File: src/rtl/proc_boot_pkg.sv
// Shared definitions for the processor boot controller: FSM state encoding
// and the default parameter values used by proc_boot_ctrl.
package proc_boot_pkg;

  localparam int unsigned DEF_DEPTH      = 256;
  localparam int unsigned DEF_DATA_W     = 32;
  localparam int unsigned DEF_RESET_HOLD = 4;
  localparam int unsigned DEF_TIMEOUT    = 1000;

  typedef enum logic [2:0] {
    ST_IDLE = 3'd0,
    ST_LOAD = 3'd1,
    ST_HOLD = 3'd2,
    ST_RUN  = 3'd3,
    ST_DONE = 3'd4
  } boot_state_t;

endpackage

File: src/rtl/boot_counter.sv
// Up-counter with synchronous clear and enable plus a terminal-count flag.
// Ports:
//   clk, resetn : clock and synchronous active-low reset
//   clr         : clear to zero (wins over en)
//   en          : advance by one
//   term        : terminal value compared against the count
//   cnt         : registered count value
//   tc_c        : combinational flag, cnt == term
module boot_counter
  import proc_boot_pkg::*;
#(
  parameter int unsigned W = 8
) (
  input  logic         clk,
  input  logic         resetn,
  input  logic         clr,
  input  logic         en,
  input  logic [W-1:0] term,
  output logic [W-1:0] cnt,
  output logic         tc_c
);

  // Count register
  always_ff @(posedge clk) begin
    if (!resetn) begin
      cnt <= '0;
    end else if (clr) begin
      cnt <= '0;
    end else if (en) begin
      cnt <= cnt + W'(1);
    end
  end

  assign tc_c = (cnt == term);

endmodule

File: src/rtl/proc_boot_ctrl.sv
// Boot controller: streams a program into instruction memory, holds the core
// in reset for a fixed number of cycles, lets it run until it halts or a
// cycle budget expires, then parks with status flags and counters held.
// Ports:
//   clk, resetn                      : clock, synchronous active-low reset
//   start                            : begin a load (from IDLE or DONE)
//   ld_valid/ld_ready/ld_data/ld_last: program stream handshake
//   imem_we/imem_addr/imem_wdata     : instruction-memory write port
//   core_resetn                      : active-low reset to the core
//   halt                             : core end-of-program indication
//   done/pass/timeout/overflow       : run status
//   load_cnt/cycle_cnt               : words loaded, cycles run
module proc_boot_ctrl
  import proc_boot_pkg::*;
#(
  parameter int unsigned DEPTH      = DEF_DEPTH,
  parameter int unsigned DATA_W     = DEF_DATA_W,
  parameter int unsigned RESET_HOLD = DEF_RESET_HOLD,
  parameter int unsigned TIMEOUT    = DEF_TIMEOUT,
  localparam int unsigned AW        = $clog2(DEPTH),
  localparam int unsigned CW        = $clog2(TIMEOUT + 1)
) (
  input  logic              clk,
  input  logic              resetn,
  input  logic              start,
  input  logic              ld_valid,
  output logic              ld_ready,
  input  logic [DATA_W-1:0] ld_data,
  input  logic              ld_last,
  output logic              imem_we,
  output logic [AW-1:0]     imem_addr,
  output logic [DATA_W-1:0] imem_wdata,
  output logic              core_resetn,
  input  logic              halt,
  output logic              done,
  output logic              pass,
  output logic              timeout,
  output logic              overflow,
  output logic [AW:0]       load_cnt,
  output logic [CW-1:0]     cycle_cnt
);

  localparam int unsigned LW = AW + 1;
  localparam int unsigned HW = $clog2(RESET_HOLD + 1);

  boot_state_t state, state_d;

  // fin marks the final write cycle of a load, spent in LOAD with ld_ready low
  logic              fin, fin_d;
  logic              ld_ready_d;
  logic              imem_we_d;
  logic [AW-1:0]     imem_addr_d;
  logic [DATA_W-1:0] imem_wdata_d;
  logic              core_resetn_d;
  logic              done_d, pass_d, timeout_d, overflow_d;
  logic [LW-1:0]     load_cnt_d;

  logic              xfer_c;
  logic              at_top_c;
  logic              hold_clr_c, hold_en_c, hold_tc_c;
  logic [HW-1:0]     hold_cnt;
  logic              hold_cnt_unused_c;
  logic              run_clr_c, run_en_c, run_tc_c;

  assign xfer_c   = ld_valid && ld_ready;
  assign at_top_c = (load_cnt == LW'(DEPTH - 1));

  // Hold counter runs only while in HOLD and restarts from zero on each entry
  assign hold_clr_c = (state != ST_HOLD);
  assign hold_en_c  = (state == ST_HOLD);

  boot_counter #(.W(HW)) u_hold_cnt (
    .clk    (clk),
    .resetn (resetn),
    .clr    (hold_clr_c),
    .en     (hold_en_c),
    .term   (HW'(RESET_HOLD - 1)),
    .cnt    (hold_cnt),
    .tc_c   (hold_tc_c)
  );

  // Only the terminal flag of the hold counter matters here
  assign hold_cnt_unused_c = ^hold_cnt;

  boot_counter #(.W(CW)) u_run_cnt (
    .clk    (clk),
    .resetn (resetn),
    .clr    (run_clr_c),
    .en     (run_en_c),
    .term   (CW'(TIMEOUT - 1)),
    .cnt    (cycle_cnt),
    .tc_c   (run_tc_c)
  );

  // Next-state and next-output logic
  always_comb begin
    state_d      = state;
    fin_d        = fin;
    ld_ready_d   = 1'b0;
    imem_we_d    = 1'b0;
    imem_addr_d  = imem_addr;
    imem_wdata_d = imem_wdata;
    pass_d       = pass;
    timeout_d    = timeout;
    overflow_d   = overflow;
    load_cnt_d   = load_cnt;
    run_clr_c    = 1'b0;
    run_en_c     = 1'b0;

    case (state)
      ST_IDLE, ST_DONE: begin
        if (start) begin
          state_d    = ST_LOAD;
          fin_d      = 1'b0;
          ld_ready_d = 1'b1;
          load_cnt_d = '0;
          pass_d     = 1'b0;
          timeout_d  = 1'b0;
          overflow_d = 1'b0;
          run_clr_c  = 1'b1;
        end
      end

      ST_LOAD: begin
        if (fin) begin
          // Final write is on the bus this cycle; move on afterwards
          fin_d   = 1'b0;
          state_d = overflow ? ST_DONE : ST_HOLD;
        end else begin
          ld_ready_d = 1'b1;
          if (xfer_c) begin
            imem_we_d    = 1'b1;
            imem_addr_d  = load_cnt[AW-1:0];
            imem_wdata_d = ld_data;
            load_cnt_d   = load_cnt + LW'(1);
            if (ld_last) begin
              fin_d      = 1'b1;
              ld_ready_d = 1'b0;
            end else if (at_top_c) begin
              // Last slot filled without ld_last: stop rather than wrap
              fin_d      = 1'b1;
              ld_ready_d = 1'b0;
              overflow_d = 1'b1;
            end
          end
        end
      end

      ST_HOLD: begin
        if (hold_tc_c) begin
          state_d = ST_RUN;
        end
      end

      ST_RUN: begin
        // halt takes priority over an expiring cycle budget
        if (halt) begin
          state_d = ST_DONE;
          pass_d  = 1'b1;
        end else if (run_tc_c) begin
          state_d   = ST_DONE;
          timeout_d = 1'b1;
        end else begin
          run_en_c = 1'b1;
        end
      end

      default: begin
        state_d = ST_IDLE;
      end
    endcase

    core_resetn_d = (state_d == ST_RUN);
    done_d        = (state_d == ST_DONE);
  end

  // State and output registers
  always_ff @(posedge clk) begin
    if (!resetn) begin
      state       <= ST_IDLE;
      fin         <= 1'b0;
      ld_ready    <= 1'b0;
      imem_we     <= 1'b0;
      imem_addr   <= '0;
      imem_wdata  <= '0;
      core_resetn <= 1'b0;
      done        <= 1'b0;
      pass        <= 1'b0;
      timeout     <= 1'b0;
      overflow    <= 1'b0;
      load_cnt    <= '0;
    end else begin
      state       <= state_d;
      fin         <= fin_d;
      ld_ready    <= ld_ready_d;
      imem_we     <= imem_we_d;
      imem_addr   <= imem_addr_d;
      imem_wdata  <= imem_wdata_d;
      core_resetn <= core_resetn_d;
      done        <= done_d;
      pass        <= pass_d;
      timeout     <= timeout_d;
      overflow    <= overflow_d;
      load_cnt    <= load_cnt_d;
    end
  end

endmodule
File: config.mk
export PLATFORM = sky130hd
export DESIGN_NAME = proc_boot_ctrl
export DESIGN_NICKNAME = d
export VERILOG_FILES = /design/src/rtl/proc_boot_pkg.sv /design/src/rtl/boot_counter.sv /design/src/rtl/proc_boot_ctrl.sv
export SDC_FILE = /design/constraint.sdc
export NUM_CORES = 1
export LEC_CHECK = 0
export ABC_CLOCK_PERIOD_IN_PS = 3020
export CAP_MARGIN = 20
export CORE_AREA = 2 2 107 109
export CTS_BUF_LIST = sky130_fd_sc_hd__clkbuf_8
export DETAILED_ROUTE_END_ITERATION = 8
export DIE_AREA = 0 0 109 111
export DONT_BUFFER_PORTS = 1
export PLACE_DENSITY = 0.52
export REMOVE_ABC_BUFFERS = 1
export SLEW_MARGIN = 20
export SYNTH_ARGS = -nofsm -noshare
export SYNTH_HDL_FRONTEND = slang
export SYNTH_SLANG_ARGS = --single-unit
File: constraint.sdc
create_clock -name clk -period 3.02 [get_ports clk]
set_input_delay 0.302 -clock clk [delete_from_list [all_inputs] [get_ports clk]]
set_output_delay 0.302 -clock clk [all_outputs]
set_load 0.01 [all_outputs]
After elaboration in Yosys (flattened, before gate mapping) --
Cells that the tools add are included.
Word-level totals: output and inout bits 66, input bits 38, word-level logic and storage cells 90, bits in registers 73
Cells by class: add/sub/neg operators 3, equality and inequality tests 18, reduce and logical (&&, ||, !) cells 14, muxes and demuxes 38, bitwise operators 3
Operator list (number):
- 9-bit 2-to-1 mux | 3
- 1-bit 2-to-1 mux | 22
- 3-bit 2-to-1 mux | 6
- 9-bit case mux with 2 select lines | 1
- 2-bit != test (second input constant) | 8
- 3-bit by 2-bit == test with 1-bit output (second input constant) | 4
- 3-bit case mux with 4 select lines | 1
- 10-bit by 1-bit adder with 10-bit output (second input constant) | 1
- 10-bit == test (second input constant) | 1
- 1-bit case mux with 2 select lines | 5
- 9-bit by 1-bit adder with 9-bit output (second input constant) | 1
- 9-bit by 8-bit == test with 1-bit output (second input constant) | 1
- 4-bit AND reduction | 2
- 3-bit == test (second input constant) | 2
- 3-bit AND reduction | 2
- 6-bit AND reduction | 1
- 2-bit OR reduction | 3
- 2-bit nonzero test | 2
- 3-bit by 1-bit adder with 3-bit output (second input constant) | 1
- 3-bit by 1-bit == test with 1-bit output (second input constant) | 1
- 3-bit zero test | 1
- 3-bit by 2-bit != test with 1-bit output (second input constant) | 1
- 1-bit inverter | 3
- 3-bit OR reduction | 1
- other kinds (2) | 2

Depth between registers and ports, before layout --
depth in word-level cells 6, mapped depth 8, gate-level depth less buffers 8

Hierarchy --
Synthesis repeated with hierarchy kept, for this count alone.
Unflattened totals: cell total of the unflattened synthesis 382, area, all modules 3228.1 µm²
By module, submodules not included:
- proc_boot_ctrl | cells each 302, times used 1, sequential area each 1201.2 µm², area each 2509.9 µm²
- boot_counter (u_run_cnt) | cells each 64, times used 1, sequential area each 200.2 µm², area each 550.5 µm²
- boot_counter (u_hold_cnt) | cells each 16, times used 1, sequential area each 60.1 µm², area each 167.7 µm²

Worst setup path before layout --
OpenSTA, ideal clock, no wires.
kind flip-flop to flip-flop, from register state[2], to register load_cnt[8], setup time 115 ps, period minus slack after synthesis 1773 ps, slack 1247 ps, cell stages (with the launch flop) 7, path buffers 2, required time 2905 ps, arrival time 1659 ps, cell sequence dfxtp_1 or4b_1 buf_4 or2_1 buf_6 and3_1 o21a_1
Between the ends: word-level cells in the longest chain between the ends 4, elaborated cells on any way between the ends 10, classes of those cells eq/ne (5); mux (1); reduce/logical (4)
Ends and longest elaborated chain:
- start: declaration | line proc_boot_ctrl.sv:46 | boot_state_t state, state_d;
- start signal: assignment | line proc_boot_ctrl.sv:193 | state <= state_d;
- 3-bit == test / 3-bit zero test (equally long branches) | line proc_boot_ctrl.sv:110 | case (state)
- 2-bit OR reduction | line proc_boot_ctrl.sv:110
- 2-bit != test (no source line) / 2-bit nonzero test (equally long branches)
- 4-bit AND reduction (no source line)
- end signal: assignment | line proc_boot_ctrl.sv:204 | load_cnt <= load_cnt_d;
- end: declaration | line proc_boot_ctrl.sv:39 | output logic [AW:0] load_cnt,
Several ways; a longest one is shown, not always the timed one. A chain may end at the register's enable or synchronous reset.

Worst setup path in the final report --
from register state[0], to register imem_wdata[4]
Between the ends: word-level cells in the longest chain between the ends 2
Ends and longest elaborated chain:
- 3-bit by 1-bit == test with 1-bit output | line proc_boot_ctrl.sv:110
- 3-bit AND reduction (no source line)
- end signal: assignment | line proc_boot_ctrl.sv:198 | imem_wdata <= imem_wdata_d;
- end: declaration | line proc_boot_ctrl.sv:32 | output logic [DATA_W-1:0] imem_wdata,
No other way between the ends.

==> flow_summary.ini <==
[setup_path]
required_ns = 3.25
r2r_start = state[0]
r2r_slack_ns = 0.69
criticalPathCategory = reg2reg
critical_path_arrival_ns = 2.56
endpoint_kind = flip-flop
crit_end = imem_wdata[4]
r2r-end = imem_wdata[4]
path_max_fanout = 27
start_kind = flip-flop
r2r_cells = 5
startpoint = state[0]

[clock_tree]
clock_latency_ns = 0.35
cts_resized = 0
cts.sinks = 73
clockRootBuffer = clkbuf_8
cts_buffers = 9
clk_pin_slew_ns = 0.07
cts_buffer_depth = 2
htreeDepth = 3
cts_tree = done
ctsHoldBuffers = 0
post_cts_buffers = 0

[place]
gp_congestion = 0.738
place_ws_ns = 0.688
place_hpwl_um = 4670
io_buffers = 0
place_area_mm2 = 0.00308

[die]
start_util = 0.269
coreArea_mm2 = 0.0111
ioPinCount = 104
fp.dieW_um = 109
die_y_um = 111
die_area_mm2 = 0.0121
rows = 39

[sta]
finClkSkew_ns = 0.00956
rsz0062_at_grt = no
hold_viol_final = 0
layout_min_cycle_time_ns = 2.33
min_period_over_period = 0.772
fmax_mhz = 429
setup_tns_ns = 0
worst_pin_slew_ns = 0.642
slew_viol_final = 0
postLayoutSetupSlackWorst_ns = 0.689
slew_headroom = 0.572
setup_viol = 0

[hold_path]
hold_path.class = in2reg

[route]
vias = 2242
ant_nets = 0
viasPerCell = 4.58
drc = 0
first_pass_iters = 4
wl_per_cell_um = 13.7
routed_wl_um = 6680
drt_iter0_drc = 191

[logic_synthesis]
yosys_warnings = 0
synth_edf_count = 0
synth-main-ff-cell = dfxtp_1
postSynthCellCount = 348
ys_ff_latch = 73
syn-cell-area_mm2 = 0.00298
async_flop_share = 0
ys_seq_area_frac = 0.490
syn_avg_cell_area_um2 = 8.56
yosysUniqueCellTypes = 46

[pwr]
p_leak_nw = 1.03
worst_ir_drop_vdd_v = 0.000272
power.density_mw_per_mm2 = 571

[global_routing]
grtUsageMet1 = 0.129
grt_max_degree = 52
grt.total_usage = 0.112
use_met3 = 0.0617
use_met2 = 0.173
grt_pass1_wl_um = 10400
grt_pass1_vias = 2098
grt_busiest_layer = met2
grt_antenna_before_repair = 0
overflow = 0

[layout]
fin_area_mm2 = 0.00330
final_cell_mix = nand2_1, dfxtp_1, a21boi_0
nets = 384
mostFrequentLayoutCell = nand2_1
areaGrowthSynthToFinish_pct = 10.7
diodes = 0
post_route_cells_drive_above_1_share = 0.0607

[flow_run]
cap_violations = 0

[run_status]
outcome = finished clean
## how the worst min path moves through the flow
stage / start / endpoint / slack [ns] / cells after the start
3_3_place_gp: u_hold_cnt.cnt[0] / u_hold_cnt.cnt[0] / 0.41 / 1
5_1_grt: ld_data[22] / imem_wdata[22] / 0.06 / 2
3_5_place_dp: u_hold_cnt.cnt[0] / u_hold_cnt.cnt[0] / 0.43 / 1
4_1_cts: resetn / imem_we / 0.05 / 1
2_1_floorplan: u_hold_cnt.cnt[0] / u_hold_cnt.cnt[0] / 0.40 / 1
6_report: resetn / imem_we / 0.08 / 1
## sequential cells by signal, indices dropped and copies added (netlist names), 3 cells and up
register        count
imem_wdata         32
imem_addr           8
u_hold_cnt.cnt      3
u_run_cnt.cnt      10
load_cnt            9
state               3
## per-layer routing
layer | part of all wire | up-vias
li1 | - | 1150
met1 | 0.43 | 990
met2 | 0.42 | 93
met3 | 0.13 | 9
met4 | 0.015 | 0
met5 | 0 | -
## final cells by class
| class | count | area, um2 |
|---|---|---|
| repair buffers | 2 | 15.0 |
| inverters | 8 | 30.0 |
| well taps | 143 | 179 |
| fillers | 1183 | 7780 |
| clock buffers | 10 | 138 |
| clock inverters | 6 | 82.6 |
| multi-input cells | 247 | 1390 |
| flip-flops and latches | 73 | 1460 |
## power breakdown
group / switching, mW / internal, mW
registers: 0.0144 / 0.973
clock network: 0.357 / 0.483
logic: 0.0337 / 0.0211
## cells by family after synthesis
logic type | Yosys count | synth area share
flops | 73 | 0.490
mux | 1 | 0.00336
xor+xnor | 13 | 0.0382
simple gates | 161 | 0.246
compound gates | 67 | 0.158
buf+inv | 28 | 0.0424
fa+ha+maj | 5 | 0.0210
## cells in the mapped netlist (all sizes together), types with 2 or more instances
master / instances / area (um2)
o21ai: 6 / 30.0
inv: 8 / 30.0
xnor2: 12 / 105
buf: 10 / 58.8
nand4: 3 / 18.8
dfxtp: 73 / 1460
ha: 5 / 62.6
nor2b: 3 / 18.8
nor4b: 2 / 17.5
nand2: 93 / 349
nor4: 7 / 43.8
nor2: 23 / 93.8
a21oi: 8 / 40.0
clkbuf: 10 / 37.5
a21boi: 42 / 315
a31oi: 2 / 12.5
nand3: 11 / 55.1
nor3: 5 / 25.0
or2: 2 / 12.5
and2: 2 / 12.5
## critical path, cell delays in order (launching register included)
cell      delay [ns]
dfxtp_1         0.51
or4b_1          0.66
or2_1           0.53
buf_4           0.34
nand2_1         0.09
a21boi_0        0.08
## stage by stage
| stage | util | hold WS (ns) | instances | total power [mW] |
|---|---|---|---|---|
| after floorplan | - | 0.399 | 328 | 1.05 |
| after global placement | 0.278 | 0.408 | 473 | 1.06 |
| after detailed placement | 0.278 | 0.428 | 473 | 1.07 |
| after CTS | 0.298 | 0.0518 | 489 | 1.93 |
| after global routing | 0.298 | 0.0631 | 489 | 1.98 |
| final | 0.298 | 0.0809 | 489 | 1.88 |
Note: power is estimated with default switching activity, not from simulation.
